===== src/rtl/div_gen.sv =====
// div_gen: restoring shift-subtract divider, signed/unsigned, with abort and divide-by-zero.
// Define DIV_GEN_ZERO_FAST_EN to skip the iterations when the divisor is zero.
module div_gen #(
   parameter int WIDTH = 32
) (
   input  logic             CLK,
   input  logic             RST_SYNC,
   input  logic             DIV_REQ_IN,
   input  logic             DIV_SIGNED_IN,
   input  logic             DIV_ABORT_IN,
   input  logic [WIDTH-1:0] DIV_DIVIDEND_IN,
   input  logic [WIDTH-1:0] DIV_DIVISOR_IN,
   output logic             DIV_BUSY_OUT,
   output logic             DIV_ACK_OUT,
   output logic [WIDTH-1:0] DIV_QUOTIENT_OUT,
   output logic [WIDTH-1:0] DIV_REMAINDER_OUT,
   output logic             DIV_DBZ_OUT
);
   localparam int CW = $clog2(WIDTH + 1);
`ifdef DIV_GEN_ZERO_FAST_EN
   localparam bit ZERO_FAST = 1'b1;
`else
   localparam bit ZERO_FAST = 1'b0;
`endif
   typedef enum logic [1:0] {IDLE, LOAD, ITER, DONE} stateT;
   stateT state, nextState;
   logic [CW-1:0] cnt;
   logic [WIDTH-1:0] quo, rem, dvs, dvdCap, dvsCap;
   logic [WIDTH:0] shifted, diff;
   logic sgnCap, reqArmed, accept, dvsZero;
   // reqArmed is low after reset, so a request already high must fall before it can start a division
   assign accept = (state == IDLE) && DIV_REQ_IN && reqArmed && !DIV_ABORT_IN;
   assign dvsZero = (dvsCap == '0);
   assign shifted = {rem, quo[WIDTH-1]};
   assign diff = shifted - {1'b0, dvs};
   assign DIV_BUSY_OUT = (state != IDLE);
   always_comb begin
      nextState = state;
      unique case (state)
         IDLE: nextState = accept ? LOAD : IDLE;
         LOAD: nextState = DIV_ABORT_IN ? IDLE : (ZERO_FAST && dvsZero) ? DONE : ITER;
         ITER: nextState = DIV_ABORT_IN ? IDLE : (cnt == CW'(1)) ? DONE : ITER;
         DONE: nextState = IDLE;
      endcase
   end
   always_ff @(posedge CLK) state <= RST_SYNC ? IDLE : nextState;
   always_ff @(posedge CLK) begin
      if (RST_SYNC) begin
         reqArmed <= 1'b0;
         cnt <= '0;
         quo <= '0;
         rem <= '0;
         dvs <= '0;
         dvdCap <= '0;
         dvsCap <= '0;
         sgnCap <= 1'b0;
         DIV_ACK_OUT <= 1'b0;
         DIV_QUOTIENT_OUT <= '0;
         DIV_REMAINDER_OUT <= '0;
         DIV_DBZ_OUT <= 1'b0;
      end else begin
         reqArmed <= ~DIV_REQ_IN;
         DIV_ACK_OUT <= 1'b0;
         unique case (state)
            IDLE: if (accept) begin
               dvdCap <= DIV_DIVIDEND_IN;
               dvsCap <= DIV_DIVISOR_IN;
               sgnCap <= DIV_SIGNED_IN;
            end
            LOAD: begin
               quo <= (sgnCap && dvdCap[WIDTH-1]) ? -dvdCap : dvdCap;
               dvs <= (sgnCap && dvsCap[WIDTH-1]) ? -dvsCap : dvsCap;
               rem <= '0;
               cnt <= CW'(WIDTH);
            end
            ITER: begin
               rem <= diff[WIDTH] ? shifted[WIDTH-1:0] : diff[WIDTH-1:0];
               quo <= {quo[WIDTH-2:0], ~diff[WIDTH]};
               cnt <= cnt - CW'(1);
            end
            DONE: if (!DIV_ABORT_IN) begin
               DIV_ACK_OUT <= 1'b1;
               DIV_DBZ_OUT <= dvsZero;
               DIV_QUOTIENT_OUT <= dvsZero ? '1 :
                  (sgnCap && (dvdCap[WIDTH-1] ^ dvsCap[WIDTH-1])) ? -quo : quo;
               DIV_REMAINDER_OUT <= dvsZero ? dvdCap : (sgnCap && dvdCap[WIDTH-1]) ? -rem : rem;
            end
         endcase
      end
   end
endmodule


===== config.mk =====
export PLATFORM = sky130hd
export DESIGN_NAME = div_gen
export DESIGN_NICKNAME = d
export VERILOG_FILES = /design/src/rtl/div_gen.sv
export SDC_FILE = /design/constraint.sdc
export NUM_CORES = 1
export LEC_CHECK = 0
export CAP_MARGIN = 10
export CELL_PAD_IN_SITES_DETAIL_PLACEMENT = 1
export CELL_PAD_IN_SITES_GLOBAL_PLACEMENT = 1
export CORE_AREA = 2 2 203 205
export CTS_CLUSTER_DIAMETER = 60
export DETAILED_ROUTE_END_ITERATION = 10
export DIE_AREA = 0 0 205 207
export PLACE_DENSITY = 0.7
export SLEW_MARGIN = 20
export SYNTH_ARGS = -nofsm -noshare
export SYNTH_HDL_FRONTEND = slang
export SYNTH_SLANG_ARGS = --single-unit

===== constraint.sdc =====
create_clock -name CLK -period 2.8 [get_ports CLK]
set_clock_uncertainty 0.2 [all_clocks]
set_input_delay 0.56 -clock CLK [delete_from_list [all_inputs] [get_ports CLK]]
set_output_delay 0.56 -clock CLK [all_outputs]
set_load 0.05 [all_outputs]

==> impl_metrics.py, run 1 <==
metrics = {
    "global_route": {
        "track_usage": 0.228,
        "grt_pass1_vias": 14600,
        "grt_pass1_wl_um": 78500,
        "grt_max_degree": 110,
        "antenna_found_initial": 0,
        "grt_overflow": 0,
    },
    "timing": {
        "finalSetupViolations": 34,
        "rsz0062_at_grt": "true",
        "max_freq_mhz": 328,
        "fin_crit_ns": 3.05,
        "finalWorstSetupSlack_ns": -0.252,
        "relSlewSlack": 0.558,
        "fin_crit_sh": 1.09,
        "tightest_slew_ns": 0.658,
        "hold_violations": 0,
        "slew_viol_final": 0,
        "fin_setup_tns_ns": -6.42,
    },
    "outcome": {
        "status": "finished with violations",
        "violations": "setup timing",
    },
    "cts": {
        "clock_path_buffers": 3,
        "cts_tree": "done",
        "ctsHoldBuffers": 0,
        "root_buffer": "clkbuf_16",
        "clk_pin_slew_ns": 0.06,
        "clkLatencyLatePin_ns": 0.60,
        "numCtsBuffers": 31,
        "h-tree-depth": 1,
        "cts_num_sinks": 236,
    },
    "critical_path": {
        "crit-reg2reg-launch": "quo[31]$_SDFFE_PP0P_",
        "cp_slowest_stage_delay_ns": 0.35,
        "rr_endpoint": "rem[20]$_SDFFE_PP0P_",
        "crit_family": "compound AO/OA/AOI/OAI gates",
        "critPathMaxFanout": 5,
        "path_cells": "inv_2 > ha_4 > fa_2 > nand2b_4 > a21oi_2 > o211a_1 > a31oi_4 > a21o_1 > a211oi_4 > buf_6 > buf_4 > mux2i_1 > o21ai_1",
        "r2r_cells": 13,
        "crit_slowest_cell": "fa_2",
        "end_kind": "flip-flop",
        "required_ns": 3.07,
        "criticalPathCategory": "flip-flop to flip-flop",
        "worstSetupStartpointType": "flip-flop",
        "critPathBufInv": 3,
        "r2r_slack_ns": -0.25,
        "arrival_ns": 3.33,
    },
    "yosys": {
        "synthFlopType": "dfxtp_1",
        "async_flop_share": 0,
        "synth_area_leaders": "dfxtp_1 (34%), nand2_1 (7.3%), a21oi_1 (6.3%)",
        "yosysUniqueCellTypes": 85,
        "synth_edf_count": 0,
        "syn_avg_cell_area_um2": 7.72,
        "netlist_area_um2": 13900,
        "netlist_instances": 1805,
        "syn_nets": 1918,
        "ys_seq_area_frac": 0.339,
        "ys_top_cells_by_count": "nand2_1 (269), dfxtp_1 (236), a21oi_1 (174)",
        "synth.most_common_cell": "nand2_1",
        "ys_ff_latch": 236,
        "synth_top_cell_by_area": "dfxtp_1",
        "yosys.area.top_type_share": 0.339,
        "synth_warnings": 0,
    },
    "worst_hold_path": {
        "min_from": "RST_SYNC",
        "whs_path_depth": 3,
        "hold_path_end": "DIV_ACK_OUT$_SDFF_PP0_",
        "worst_hold_path_type": "input pin to flip-flop",
    },
    "cells_and_area": {
        "drive_gt1_frac": 0.197,
        "num_antenna_cells": 0,
        "stdcell_area_um2": 18800,
        "syn_to_final_growth_pct": 34.6,
        "seq_area_um2": 4730,
        "fillCellCount": 4896,
        "final_net_count": 2200,
        "multi_input_area_um2": 8710,
        "finish.utilization": 0.464,
    },
    "placement": {
        "dpl-instance-area_um2": 17200,
        "place.gp.congestion": 0.860,
        "dp_hpwl_um": 36900,
        "io_buffers": 135,
    },
    "pwr": {
        "irDropWorstVdd_uv": 463,
        "leakagePower_nw": 7.07,
        "finalPower_mw": 9.07,
        "clockPowerShare": 0.455,
        "internal_power_mw": 6.56,
        "powerDensity_nw_per_um2": 484,
        "power_frac_seq": 0.378,
        "p_sw_mw": 2.51,
        "power_frac_comb": 0.167,
        "p_sw_frac": 0.276,
    },
    "route": {
        "drtIter0Drc": 592,
        "wl_per_cell_um": 18.4,
        "num_vias": 13900,
        "drc": 0,
        "wl_um": 48700,
        "final_antenna_net_count": 0,
        "via_per_inst": 5.24,
        "firstDrtPassIters": 5,
    },
    "floorplan": {
        "die_area_um2": 42400,
        "initial_core_util": 0.345,
        "coreArea_um2": 40400,
        "ios": 136,
        "die_h_um": 207,
        "placement_rows": 74,
        "die_w_um": 205,
    },
    "flow_run": {
        "max_cap_violations": 0,
    },
}
==> cell families (layout without fill, tap and decap cells) <==
| family | after synthesis | count (layout) | synth area share |
|---|---|---|---|
| xor+xnor | 134 | 134 | 0.0843 |
| flops | 236 | 236 | 0.339 |
| simple gates | 615 | 615 | 0.206 |
| buf+inv | 197 | 504 | 0.0571 |
| fa+ha+maj | 44 | 44 | 0.0401 |
| mux | 53 | 53 | 0.0384 |
| compound gates | 526 | 526 | 0.235 |
==> state kept, by name (all words and copies together) (netlist names) <==
name and cells:
cnt 6, rem 32, DIV_REMAINDER_OUT 32, dvdCap 32, dvsCap 32, dvs 32, DIV_QUOTIENT_OUT 32, sgnCap 1
quo 32, DIV_ACK_OUT 1, DIV_DBZ_OUT 1, reqArmed 1, state 2
==> how the worst max path moves through the flow <==
stage,start,end,slack (ns),cells after the start
after floorplan,quo[31]$_SDFFE_PP0P_,rem[9]$_SDFFE_PP0P_,-0.05,13
after global placement,quo[31]$_SDFFE_PP0P_,rem[8]$_SDFFE_PP0P_,-0.20,13
after detailed placement,quo[31]$_SDFFE_PP0P_,rem[7]$_SDFFE_PP0P_,-0.26,13
after CTS,quo[31]$_SDFFE_PP0P_,rem[21]$_SDFFE_PP0P_,-0.19,13
after global routing,quo[31]$_SDFFE_PP0P_,rem[20]$_SDFFE_PP0P_,-0.35,13
final,quo[31]$_SDFFE_PP0P_,rem[20]$_SDFFE_PP0P_,-0.25,13
==> worst reg2reg max path, stage by stage, from the launching register on <==
cell and delay [ns]:
dfxtp_2 0.34, inv_2 0.05, ha_4 0.16, fa_2 0.35, nand2b_4 0.16, a21oi_2 0.15
o211a_1 0.22, a31oi_4 0.12, a21o_1 0.24, a211oi_4 0.32, buf_6 0.16, buf_4 0.14
mux2i_1 0.24, o21ai_1 0.08
==> stage by stage <==
step           std cells  setup slack, ns  hold WS, ns
2_1_floorplan       1805          -0.0497        0.246
6_report            2644           -0.252        0.204
3_5_place_dp        2567           -0.262        0.253
4_1_cts             2635           -0.193        0.180
5_1_grt             2644           -0.353        0.205
3_3_place_gp        2567           -0.201        0.254
==> placed cells by master (no fill, tap or decap), types with 48 or more instances in the layout <==
master | netlist | routed
nor2_1 | 167 | 165
mux2i_1 | 50 | 48
o21ai_0 | 138 | 112
dfxtp_1 | 236 | 231
nand2_1 | 269 | 269
inv_1 | 71 | 70
clkdlybuf4s50_1 | 0 | 133
a21oi_1 | 174 | 170
buf_4 | 4 | 221
xnor2_1 | 90 | 89
==> layer usage <==
| layer | vias up | wire, um | share of wire | GRT usage |
|---|---|---|---|---|
| met5 | - | 0 | 0 | 0 |
| met1 | 6667 | 21000 | 0.43 | 0.277 |
| met4 | 0 | 1750 | 0.036 | 0.0826 |
| li1 | 6906 | - | - | - |
| met2 | 204 | 24600 | 0.51 | 0.412 |
| met3 | 85 | 1330 | 0.027 | 0.0249 |
==> layout make-up <==
| cell class | instances | share of cell area |
|---|---|---|
| clock buffer | 41 | 0.0476 |
| clock inverter | 17 | 0.00981 |
| inverter | 72 | 0.0144 |
| multi-input combinational | 1372 | 0.465 |
| sequential | 236 | 0.252 |
| tap | 532 | 0.0355 |
| timing repair buffer | 374 | 0.176 |
==> power groups by stage <==
| stage | clock network [mW] | registers [mW] | logic (mW) |
|---|---|---|---|
| 3_5_place_dp | 0 | 3.50 | 1.34 |
| 6_report | 4.13 | 3.42 | 1.52 |
| 5_1_grt | 4.33 | 3.43 | 1.64 |
| 2_1_floorplan | 0 | 3.49 | 0.791 |
| 4_1_cts | 4.19 | 3.42 | 1.44 |
| 3_3_place_gp | 0 | 3.50 | 1.31 |
==> repair_timing <==
item / CTS / global route
resized for setup: 34 / 47
endpoints found under the hold margin: 0 / 0
pin swaps: 8 / 25
gates cloned: 1 / 0
endpoints found under the setup margin: 73 / 55
setup buffers: 10 / 9
(Power assumes the default switching activity.)
==> run 2, diff against run 1 <==
--- a/config.mk
+++ b/config.mk
@@ -13,7 +13,6 @@
 export DETAILED_ROUTE_END_ITERATION = 10
 export DIE_AREA = 0 0 205 207
 export PLACE_DENSITY = 0.7
-export SLEW_MARGIN = 20
 export SYNTH_ARGS = -nofsm -noshare
 export SYNTH_HDL_FRONTEND = slang
 export SYNTH_SLANG_ARGS = --single-unit
==> results of run 2 <==
The final DEF is identical to that of run 1; final timing and power are the same.
